`config.mk`:
```
export PLATFORM = sky130hd
export DESIGN_NAME = jtag_scan_driver
export DESIGN_NICKNAME = d
export VERILOG_FILES = /design/src/rtl/jtag_pkg.sv /design/src/rtl/jtag_scan_driver.sv
export SDC_FILE = /design/constraint.sdc
export NUM_CORES = 1
export LEC_CHECK = 0
export CORE_UTILIZATION = 25
export CTS_BUF_LIST = sky130_fd_sc_hd__clkbuf_8
export DETAILED_ROUTE_END_ITERATION = 8
export PLACE_DENSITY_LB_ADDON = 0.05
export REMOVE_ABC_BUFFERS = 1
export SYNTH_ARGS = -nofsm -noshare
export SYNTH_HDL_FRONTEND = slang
export SYNTH_SLANG_ARGS = --single-unit
```
`constraint.sdc`:
```
create_clock -name TCK -period 2.65 [get_ports TCK]
set_clock_uncertainty 0.15 [all_clocks]
set_input_delay 0.265 -clock TCK [delete_from_list [all_inputs] [get_ports TCK]]
set_output_delay 0.265 -clock TCK [all_outputs]
set_load 0.005 [all_outputs]
```
`src/rtl/jtag_pkg.sv`:
```
// Shared JTAG definitions: IEEE 1149.1 TAP state encodings (common with TAP_Controller),
// the scan driver FSM encoding and the TAP reset sequence length.
package jtag_pkg;

  localparam logic [3:0] TAP_EXIT2_DR   = 4'h0;
  localparam logic [3:0] TAP_EXIT1_DR   = 4'h1;
  localparam logic [3:0] TAP_SHIFT_DR   = 4'h2;
  localparam logic [3:0] TAP_PAUSE_DR   = 4'h3;
  localparam logic [3:0] TAP_SELECT_IR  = 4'h4;
  localparam logic [3:0] TAP_UPDATE_DR  = 4'h5;
  localparam logic [3:0] TAP_CAPTURE_DR = 4'h6;
  localparam logic [3:0] TAP_SELECT_DR  = 4'h7;
  localparam logic [3:0] TAP_EXIT2_IR   = 4'h8;
  localparam logic [3:0] TAP_EXIT1_IR   = 4'h9;
  localparam logic [3:0] TAP_SHIFT_IR   = 4'hA;
  localparam logic [3:0] TAP_PAUSE_IR   = 4'hB;
  localparam logic [3:0] TAP_RTI        = 4'hC;
  localparam logic [3:0] TAP_UPDATE_IR  = 4'hD;
  localparam logic [3:0] TAP_CAPTURE_IR = 4'hE;
  localparam logic [3:0] TAP_TLR        = 4'hF;

  // Driver states mirror the target TAP state after the most recent TCK rising edge.
  typedef enum logic [2:0] {
    RST_SEQ, IDLE, SEL_DR, SEL_IR, CAPTURE, SHIFT, EXIT1, UPDATE
  } drv_state_t;

  localparam int RST_TMS_CYCLES = 5;

endpackage

```
`src/rtl/jtag_scan_driver.sv`:
```
// Host-side JTAG scan engine: resets the target TAP, then runs one IR/DR scan per start
// strobe from Run-Test/Idle back to Run-Test/Idle, returning the captured TDO bits.
module jtag_scan_driver
  import jtag_pkg::*;
#(
  parameter int MAX_LEN = 16,
  parameter int LEN_W   = 5
) (
  input  logic               TCK,
  input  logic               reset_bar,
  input  logic               start,
  input  logic               sel_ir,
  input  logic [LEN_W-1:0]   len,
  input  logic [MAX_LEN-1:0] data_in,
  output logic [MAX_LEN-1:0] data_out,
  output logic               busy,
  output logic               done,
  output logic               TMS,
  output logic               TDI,
  input  logic               TDO
);

  localparam logic [LEN_W-1:0] LEN_MAX = LEN_W'(MAX_LEN);

  drv_state_t         state;
  logic               ir_q;
  logic [LEN_W-1:0]   len_q;
  logic [LEN_W-1:0]   cnt;
  logic [MAX_LEN-1:0] sh_out;
  logic [MAX_LEN-1:0] bit_sel;
  logic               tms_r;
  logic               tdi_r;
  logic [LEN_W-1:0]   len_eff;
  logic               last;

  always_comb begin
    len_eff = len;
    if (len == '0 || len > LEN_MAX) len_eff = LEN_MAX;
  end

  assign last = (cnt == len_q - LEN_W'(1));

  // tms_r/tdi_r hold the pin values for the next rising edge; the falling-edge stage presents them.
  always_ff @(posedge TCK or negedge reset_bar) begin
    if (!reset_bar) begin
      state    <= RST_SEQ;
      ir_q     <= 1'b0;
      len_q    <= LEN_MAX;
      cnt      <= '0;
      sh_out   <= '0;
      bit_sel  <= '0;
      data_out <= '0;
      busy     <= 1'b1;
      done     <= 1'b0;
      tms_r    <= 1'b1;
      tdi_r    <= 1'b0;
    end else begin
      done <= 1'b0;
      unique case (state)
        RST_SEQ: begin
          cnt   <= cnt + LEN_W'(1);
          tms_r <= (cnt < LEN_W'(RST_TMS_CYCLES - 1));
          if (cnt == LEN_W'(RST_TMS_CYCLES)) begin
            state <= IDLE;
            busy  <= 1'b0;
            cnt   <= '0;
            tms_r <= 1'b0;
          end
        end
        IDLE: begin
          if (busy) begin
            // Accept edge already set TMS=1; next edge picks Select-IR only for IR scans.
            state <= SEL_DR;
            tms_r <= ir_q;
          end else if (start) begin
            ir_q     <= sel_ir;
            len_q    <= len_eff;
            sh_out   <= data_in;
            data_out <= '0;
            busy     <= 1'b1;
            tms_r    <= 1'b1;
          end
        end
        SEL_DR: begin
          state <= ir_q ? SEL_IR : CAPTURE;
          tms_r <= 1'b0;
        end
        SEL_IR: begin
          state <= CAPTURE;
          tms_r <= 1'b0;
        end
        CAPTURE: begin
          state   <= SHIFT;
          cnt     <= '0;
          bit_sel <= MAX_LEN'(1);
          tms_r   <= (len_q == LEN_W'(1));
          tdi_r   <= sh_out[0];
          sh_out  <= sh_out >> 1;
        end
        SHIFT: begin
          if (TDO) data_out <= data_out | bit_sel;
          bit_sel <= bit_sel << 1;
          if (last) begin
            state <= EXIT1;
            tms_r <= 1'b1;
            tdi_r <= 1'b0;
          end else begin
            cnt    <= cnt + LEN_W'(1);
            tms_r  <= (cnt + LEN_W'(2) == len_q);
            tdi_r  <= sh_out[0];
            sh_out <= sh_out >> 1;
          end
        end
        EXIT1: begin
          state <= UPDATE;
          tms_r <= 1'b0;
        end
        UPDATE: begin
          state <= IDLE;
          busy  <= 1'b0;
          done  <= 1'b1;
          tms_r <= 1'b0;
        end
        default: state <= RST_SEQ;
      endcase
    end
  end

  always_ff @(negedge TCK or negedge reset_bar) begin
    if (!reset_bar) begin
      TMS <= 1'b1;
      TDI <= 1'b0;
    end else begin
      TMS <= tms_r;
      TDI <= tdi_r;
    end
  end

endmodule
```
==> qor.yml, run 1 <==
critical_path:
  cpMaxStageDelayCell: "dfstp_2"
  endpoint_kind: "output port"
  cp.arrival_ns: 2.30
  path_delay_family: "flip-flops"
  path_cells: "buf_2"
  cpPeakStageDelay_ns: 0.50
  path_buf_inv: 1
  crit_fanout: 1
  required_ns: 2.24
  startpoint_type: "register"
  worst-setup-path-type: "register to output port"
layout:
  mostFrequentLayoutCells: "63 x dfrtp_1, 42 x clkdlybuf4s50_1, 28 x nor2_1"
  final_common_cell: "dfrtp_1"
  final_util_pct: 32.9
  final_nets: 367
  n_antenna_cell: 0
  nFillCells: 1279
  drive_gt1_share_pct: 15.6
  stdcell_count: 508
  areaGrowthSynthToFinish_pct: 25.8
  post-route-cell-area_sq_um: 4010
pwr:
  p_per_area_nw_per_um2: 1180
  power.switching_mw: 1.85
  pwr-share-seq_pct: 38.5
  clkPwrFrac_pct: 16.7
  power_frac_comb_pct: 44.9
  switching_share_pct: 38.9
  leakage_nw: 1.69
  internal-power_mw: 2.90
  irDropWorstVdd_v: 0.000399
floorplanning:
  start_util_pct: 26.1
  core_area_sq_um: 12200
  num_io_pins: 46
  die_h_um: 115
  rows: 40
  dieArea_sq_um: 13200
  die_w_um: 115
global_routing:
  grt_overflow: 0
  antenna_found_initial: 0
  grt_pass1_wl_um: 13100
  grt_usage_pct: 13.1
  grt_pass1_vias: 2411
  grt_max_degree: 42
synthesis:
  synthMuxAreaShare_pct: 1.65
  synth_compound_area_share_pct: 23.3
  yosys_warnings: 0
  synth_area_leader_cell: "dfrtp_1"
  synth_edf_count: 0
  synth.distinct_cells: 53
  syn_area_per_cell_sq_um: 11.1
  synth.top_cell.area_share_pct: 49.4
  async_flop_share_pct: 100
  synth_top_family_by_area: "compound AO/OA/AOI/OAI gates"
  syn_area_sq_um: 3190
  synthAdderAreaFrac_pct: 2.35
  ys_seq_elements: 68
  seq_area_frac_synth_pct: 53.5
  synth-simple-area-share_pct: 11.5
  synthXorXnorAreaFrac_pct: 2.98
  synth_area_leaders: "dfrtp_1 49%, a22o_1 4.9%, a2bb2oi_2 4.2%"
  synthFlopType: "dfrtp_1"
  netlist_instances: 288
routing:
  firstDrtPassIters: 4
  route.detailed.drc: 0
  routedWlPerCell_um: 15.3
  ant_nets: 0
  vias: 2339
  drt_iter0_drc: 103
  viasPerCell: 4.60
  drt_wl_total_um: 7750
cts:
  htree_levels: 3
  clockRootBuffer: "clkbuf_8"
  cts_tree: "yes"
  clkLatencyLatePin_ns: 0.34
  clk_path_buf_depth: 2
  numCtsBuffers: 9
  path_clk_slew_ns: 0.08
  cts.sinks: 68
timing:
  fin_hold_ws_ns: 0.134
  final-setup-viol-count: 1
  hold_viol: 0
  finalWorstSetupSlack_ns: -0.0651
  rsz0062_at_grt: "true"
  tightest_slew_ns: 0.528
  drv_slew: 0
  slew-limit-headroom_pct: 64.8
flow_run:
  maxCapViolCount: 0
run_status:
  violations: "setup timing"
  status: "finished, violations left"
placed_design:
  hpwl_um: 5130
  dp.cells: 491
  port-buffer-count: 45
  place.gp.congestion: 0.713
  placed_area_sq_um: 3840
  place_ws_ns: -0.0632
worst_hold_path:
  hold_path_class: "primary input to async pin"
## power groups by stage
stage	clock network [mW]	registers, mW	logic (mW)
finish	0.791	1.83	2.13
CTS	0.840	1.84	2.17
global route	0.885	1.90	2.38
floorplan	0.00472	1.79	1.40
global placement	0.00472	1.87	2.17
detailed placement	0.00472	1.86	2.17
## routing by layer
metal | track usage (%) | wire length [um] | vias up
met5 | 0 | 0 | -
met4 | 5.19 | 105 | 0
met3 | 3.58 | 357 | 7
met2 | 18.5 | 3370 | 55
met1 | 18.8 | 3920 | 1142
li1 | - | - | 1135
## cells by family after synthesis
group / after synthesis
multiplexers: 5
buffers and inverters: 31
AO/OA/AOI/OAI: 97
AND/OR/NAND/NOR: 71
adder cells (fa/ha/maj): 6
flip-flops: 68
XOR/XNOR: 10
## synthesized netlist by cell type (5+ instances only)
| cell type | number |
|---|---|
| a2bb2oi_2 | 9 |
| inv_1 | 10 |
| nor2_1 | 28 |
| o22ai_1 | 16 |
| ha_1 | 6 |
| a2bb2oi_1 | 6 |
| o21ai_0 | 9 |
| nand3b_1 | 5 |
| a22o_1 | 18 |
| a21oi_1 | 23 |
| clkbuf_1 | 11 |
| dfrtp_1 | 63 |
| xnor2_1 | 5 |
| buf_2 | 5 |
| nand2_1 | 13 |
## registers in the layout, summed over array words and instances, names as in the netlist
register and flops:
tdi_r 1, TDI 1, sh_out 16, tms_r 1
state 3, len_q 5, busy 1, TMS 1
ir_q 1, data_out 16, bit_sel 16, cnt 5
done 1
## stage by stage
step                setup TNS (ns)  power, mW
CTS                        -0.0836       4.85
global route                -0.110       5.16
floorplan                        0       3.20
finish                     -0.0651       4.75
detailed placement         -0.0632       4.03
global placement           -0.0685       4.04
## final timing paths
path	from	endpoint	cells past startpoint	slack [ns]
max	TMS	TMS	1	-0.07
min reg2reg	data_out[15]	data_out[15]	2	0.35
max in group asynchronous	reset_bar	TMS	2	0.70
min	reset_bar	sh_out[5]	2	0.13
max reg2reg	len_q[1]	sh_out[4]	7	0.41
min in group TCK	data_out[15]	data_out[15]	2	0.35
## what timing repair did
action / 4_1_cts / 5_1_grt
gates resized for setup: 8 / 0
setup buffers: 0 / 0
endpoints found under the setup margin: 2 / 1
endpoints found under the hold margin: 63 / 0
hold buffers: 1 / 0
gates cloned: 0 / 0
## area by class of cell
type | count | area, sq um | share of cell area, %
clock buffers | 9 | 124 | 3.09
clock inverters | 8 | 55.1 | 1.37
inverters | 9 | 33.8 | 0.842
multi-input cells | 189 | 1330 | 33.2
flip-flops and latches | 68 | 1710 | 42.5
well taps | 168 | 210 | 5.24
repair buffers | 57 | 553 | 13.8
No activity file was read; power rests on OpenSTA's default activity.
==> inputs of run 2 (changes only) <==
- DONT_BUFFER_PORTS: unset -> 1
==> qor.yml, run 2 (synthesis gave the netlist of run 1 again) <==
layout:
  areaGrowthSynthToFinish_pct: 19.1
  final_nets: 340
  nFillCells: 1297
  post-route-cell-area_sq_um: 3800
  mostFrequentLayoutCells: "63 x dfrtp_1, 28 x nor2_1, 23 x a21oi_1"
  reg_top3: "bit_sel (16), data_out (16), sh_out (16)"
  drive_gt1_share_pct: 15.0
  final_common_cell: "dfrtp_1"
floorplanning:
  die_h_um: 115
  num_io_pins: 46
  dieArea_sq_um: 13200
  die_w_um: 115
  start_util_pct: 26.1
  core_area_sq_um: 12200
  rows: 40
pwr:
  irDropWorstVdd_v: 0.000258
  p_per_area_nw_per_um2: 1250
  total_power_mw: 4.73
  leakage_nw: 1.62
cts:
  cts_tree: "yes"
  path_clk_slew_ns: 0.07
  cts_setup_buffers: 0
  clk_path_buf_depth: 2
  htree_levels: 3
  clockRootBuffer: "clkbuf_8"
  clkLatencyLatePin_ns: 0.36
  post_cts_resized: 0
  numCtsBuffers: 9
  cts.sinks: 68
critical_path:
  endpoint_kind: "output port"
  required_ns: 2.24
  cp.arrival_ns: 2.23
  startpoint_type: "register"
  worst-setup-path-type: "register to output port"
  path_depth: 0
  crit_fanout: 1
  rr_worst_depth: 7
timing:
  slew-limit-headroom_pct: 55.1
  hold_viol: 0
  final-setup-viol-count: 0
  tightest_slew_ns: 0.671
  fin_hold_ws_ns: 0.0180
  rsz0062_at_grt: "true"
  drv_slew: 0
global_routing:
  grt_pass1_vias: 2400
  use_met1_pct: 18.2
  top_usage_layer: "met2"
  grt_usage_pct: 13.7
  use_met3_pct: 4.32
  globalRouteMet2Util_pct: 19.8
  antenna_found_initial: 1
  grt_max_degree: 67
  grt_pass1_wl_um: 13500
  grt_overflow: 0
routing:
  drt_iter0_drc: 87
  viasPerCell: 4.70
  vias: 2267
  routedWlPerCell_um: 16.9
  ant_nets: 0
  firstDrtPassIters: 4
  route.detailed.drc: 0
  drt_wl_total_um: 8150
worst_hold_path:
  min_path_cells: 2
  hold_path_class: "primary input to register"
placed_design:
  port-buffer-count: 0
  placed_area_sq_um: 3360
  place.gp.congestion: 0.727
  hpwl_um: 5150
run_status:
  status: "finished, final reports clean"
flow_run:
  maxCapViolCount: 0
## run 2: cell types whose count changed in the layout (fill, tap and decap cells not counted), moves of 2 or more
cell,change
dlygate4sd3_1,+18
buf_12,-2
bufinv_16,+2
buf_2,-3
inv_6,-2
clkdlybuf4s50_1,-42
clkinv_2,-2
inv_1,+2
clkinvlp_4,-2
## run 2: timing repair
action	in CTS	in global routing
hold buffers	20	0
endpoints found under the setup margin	1	1
endpoints found under the hold margin	85	0
## run 2: final cells by class
class,instances,area (sq um),area share [%]
clock buffers,10,138,3.62
flip-flops and latches,68,1710,44.9
diodes,1,2.50,0.0659
clock inverters,7,83.8,2.21
multi-input cells,189,1330,35.0
well taps,168,210,5.53
inverters,9,33.8,0.889
repair buffers,30,293,7.71
## run 2: stage by stage
step                util [%]  setup WS, ns  cells  setup TNS, ns
finish                  31.1       0.00133    482              0
global route            31.1       -0.0416    481        -0.0416
CTS                     31.1       -0.0190    481        -0.0190
detailed placement      27.5         0.406    445              0
global placement        27.5         0.408    445              0
floorplan                  -         0.284    267              0
## run 2: final timing paths
kind,start,to,slack (ns)
max in group asynchronous,reset_bar,TMS,1.44
worst min register to register,bit_sel[15],bit_sel[15],0.36
min in group asynchronous,reset_bar,sh_out[6],0.33
worst max-delay path,TMS,TMS,0.001
worst max register to register,len_q[0],sh_out[3],0.42
worst min-delay path,data_in[1],sh_out[1],0.02
## run 2: power by group
group | leakage [nW] | switching [mW] | total (mW) | internal, mW
Sequential | 0.842 | 0.411 | 1.88 | 1.47
Clock | 0.122 | 0.429 | 0.978 | 0.550
Combinational | 0.659 | 0.975 | 1.87 | 0.899
Total | 1.62 | 1.81 | 4.73 | 2.92
## run 2: per-layer routing
layer  share of wire, %  vias up
met5                  0        -
met2                 44       41
met1                 49     1131
met3                4.9       11
met4                2.2        0
li1                   -     1084
==> inputs of run 3 (changes only) <==
- CORE_MARGIN: unset -> 3
==> qor.yml, run 3 (synthesis gave the netlist of run 1 again) <==
run_status:
  status: "finished, violations left"
  violations: "setup timing"
timing:
  rsz0062_at_grt: "true"
  slew-limit-headroom_pct: 67.1
  final-setup-viol-count: 1
  drv_slew: 0
  hold_viol: 0
  finalWorstSetupSlack_ns: -0.000313
  tightest_slew_ns: 0.493
routing:
  ant_nets: 0
  route.detailed.drc: 0
  viasPerCell: 4.71
  firstDrtPassIters: 4
  drt_wl_total_um: 8290
  vias: 2286
  routedWlPerCell_um: 17.1
  drt_iter0_drc: 149
pwr:
  power_frac_comb_pct: 39.6
  internal-power_mw: 2.97
  clkPwrFrac_pct: 21.3
  switching_share_pct: 38.2
  pwr-share-seq_pct: 39.1
  irDropWorstVdd_v: 0.000267
  power.switching_mw: 1.84
  leakage_nw: 1.64
  p_per_area_nw_per_um2: 1250
layout:
  stdcell_count: 485
  final_common_cell: "dfrtp_1"
  mostFrequentLayoutCells: "63 x dfrtp_1, 28 x nor2_1, 23 x a21oi_1, 23 x dlygate4sd3_1, 18 x a22o_1"
  drive_gt1_share_pct: 15.8
  areaGrowthSynthToFinish_pct: 21.2
  post-route-cell-area_sq_um: 3870
  final_util_pct: 31.5
  reg_top3: "bit_sel (16), data_out (16), sh_out (16)"
  n_antenna_cell: 0
  final_nets: 344
cts:
  cts_tree: "yes"
  path_clk_slew_ns: 0.08
  clk_path_buf_depth: 2
  cts_setup_buffers: 0
  clockRootBuffer: "clkbuf_8"
  clkLatencyLatePin_ns: 0.37
  cts.sinks: 68
  numCtsBuffers: 9
  htree_levels: 3
  post_cts_resized: 0
floorplanning:
  die_h_um: 119
  die_w_um: 119
  dieArea_sq_um: 14200
  start_util_pct: 26.0
  rows: 40
  num_io_pins: 46
  core_area_sq_um: 12300
placed_design:
  place_ws_ns: 0.407
  dp.cells: 445
  placed_area_sq_um: 3370
  place.gp.congestion: 0.704
  port-buffer-count: 0
  hpwl_um: 5270
worst_hold_path:
  hold_path_class: "primary input to register"
flow_run:
  maxCapViolCount: 0
global_routing:
  grt_pass1_wl_um: 13700
  grt_max_degree: 67
  grt_usage_pct: 12.5
  antenna_found_initial: 0
  grt_overflow: 0
  grt_pass1_vias: 2409
critical_path:
  crit_fanout: 1
  endpoint_kind: "output port"
  worst-setup-path-type: "register to output port"
  required_ns: 2.24
  startpoint_type: "register"
  cp.arrival_ns: 2.24
==> run 3: cell types whose count changed in the layout (fill, tap and decap cells not counted), sizes merged <==
cell	before	now
dlygate4sd3	19	23
clkinvlp	0	2
inv	12	10
clkbuf	10	11
clkinv	2	1
diode	1	0
==> run 3: final timing paths <==
kind,start,end,slack (ns),cells past startpoint
min in group asynchronous,reset_bar,sh_out[15],0.31,2
max in group asynchronous,reset_bar,TMS,1.44,0
worst max register to register,len_q[1],sh_out[3],0.42,7
worst min register to register,len_q[4],len_q[4],0.36,2
worst max-delay path,TMS,TMS,-0.0003,0
worst min-delay path,data_in[1],sh_out[1],0.02,2
==> run 3: layer usage <==
| layer | track usage (%) | vias to the layer above | part of all wire, % |
|---|---|---|---|
| met5 | 0 | - | 0 |
| met4 | 5.65 | 0 | 2.0 |
| met3 | 3.99 | 11 | 4.5 |
| met2 | 18.2 | 51 | 44 |
| met1 | 16.9 | 1134 | 50 |
| li1 | - | 1090 | - |
==> run 3: per-stage QoR <==
stage                     power (mW)  setup TNS, ns  hold slack, ns
after detailed placement        3.80              0          -0.178
after floorplan                 3.20              0          -0.181
after global routing            5.19        -0.0353          0.0583
after global placement          3.80              0          -0.178
after CTS                       4.90        -0.0173         0.00512
final                           4.81      -0.000313          0.0216
==> run 3: power groups by stage <==
stage	Clock, mW	Sequential (mW)	Combinational (mW)
6_report	1.03	1.88	1.91
2_1_floorplan	0.00472	1.79	1.40
5_1_grt	1.12	1.94	2.13
3_5_place_dp	0.00472	1.92	1.88
4_1_cts	1.06	1.90	1.94
3_3_place_gp	0.00472	1.92	1.88
==> run 3: layout make-up <==
| type | instances | area (sq um) |
|---|---|---|
| Clock buffer | 11 | 151 |
| Inverter | 9 | 33.8 |
| Multi-Input combinational cell | 189 | 1330 |
| Clock inverter | 6 | 87.6 |
| Sequential cell | 68 | 1710 |
| Tap cell | 168 | 210 |
| Timing Repair Buffer | 34 | 345 |
| Fill cell | 1283 | 8400 |
==> run 3: repair_timing <==
action	CTS	global route
endpoints found under the hold margin	89	0
hold buffers	24	0
endpoints found under the setup margin	1	1
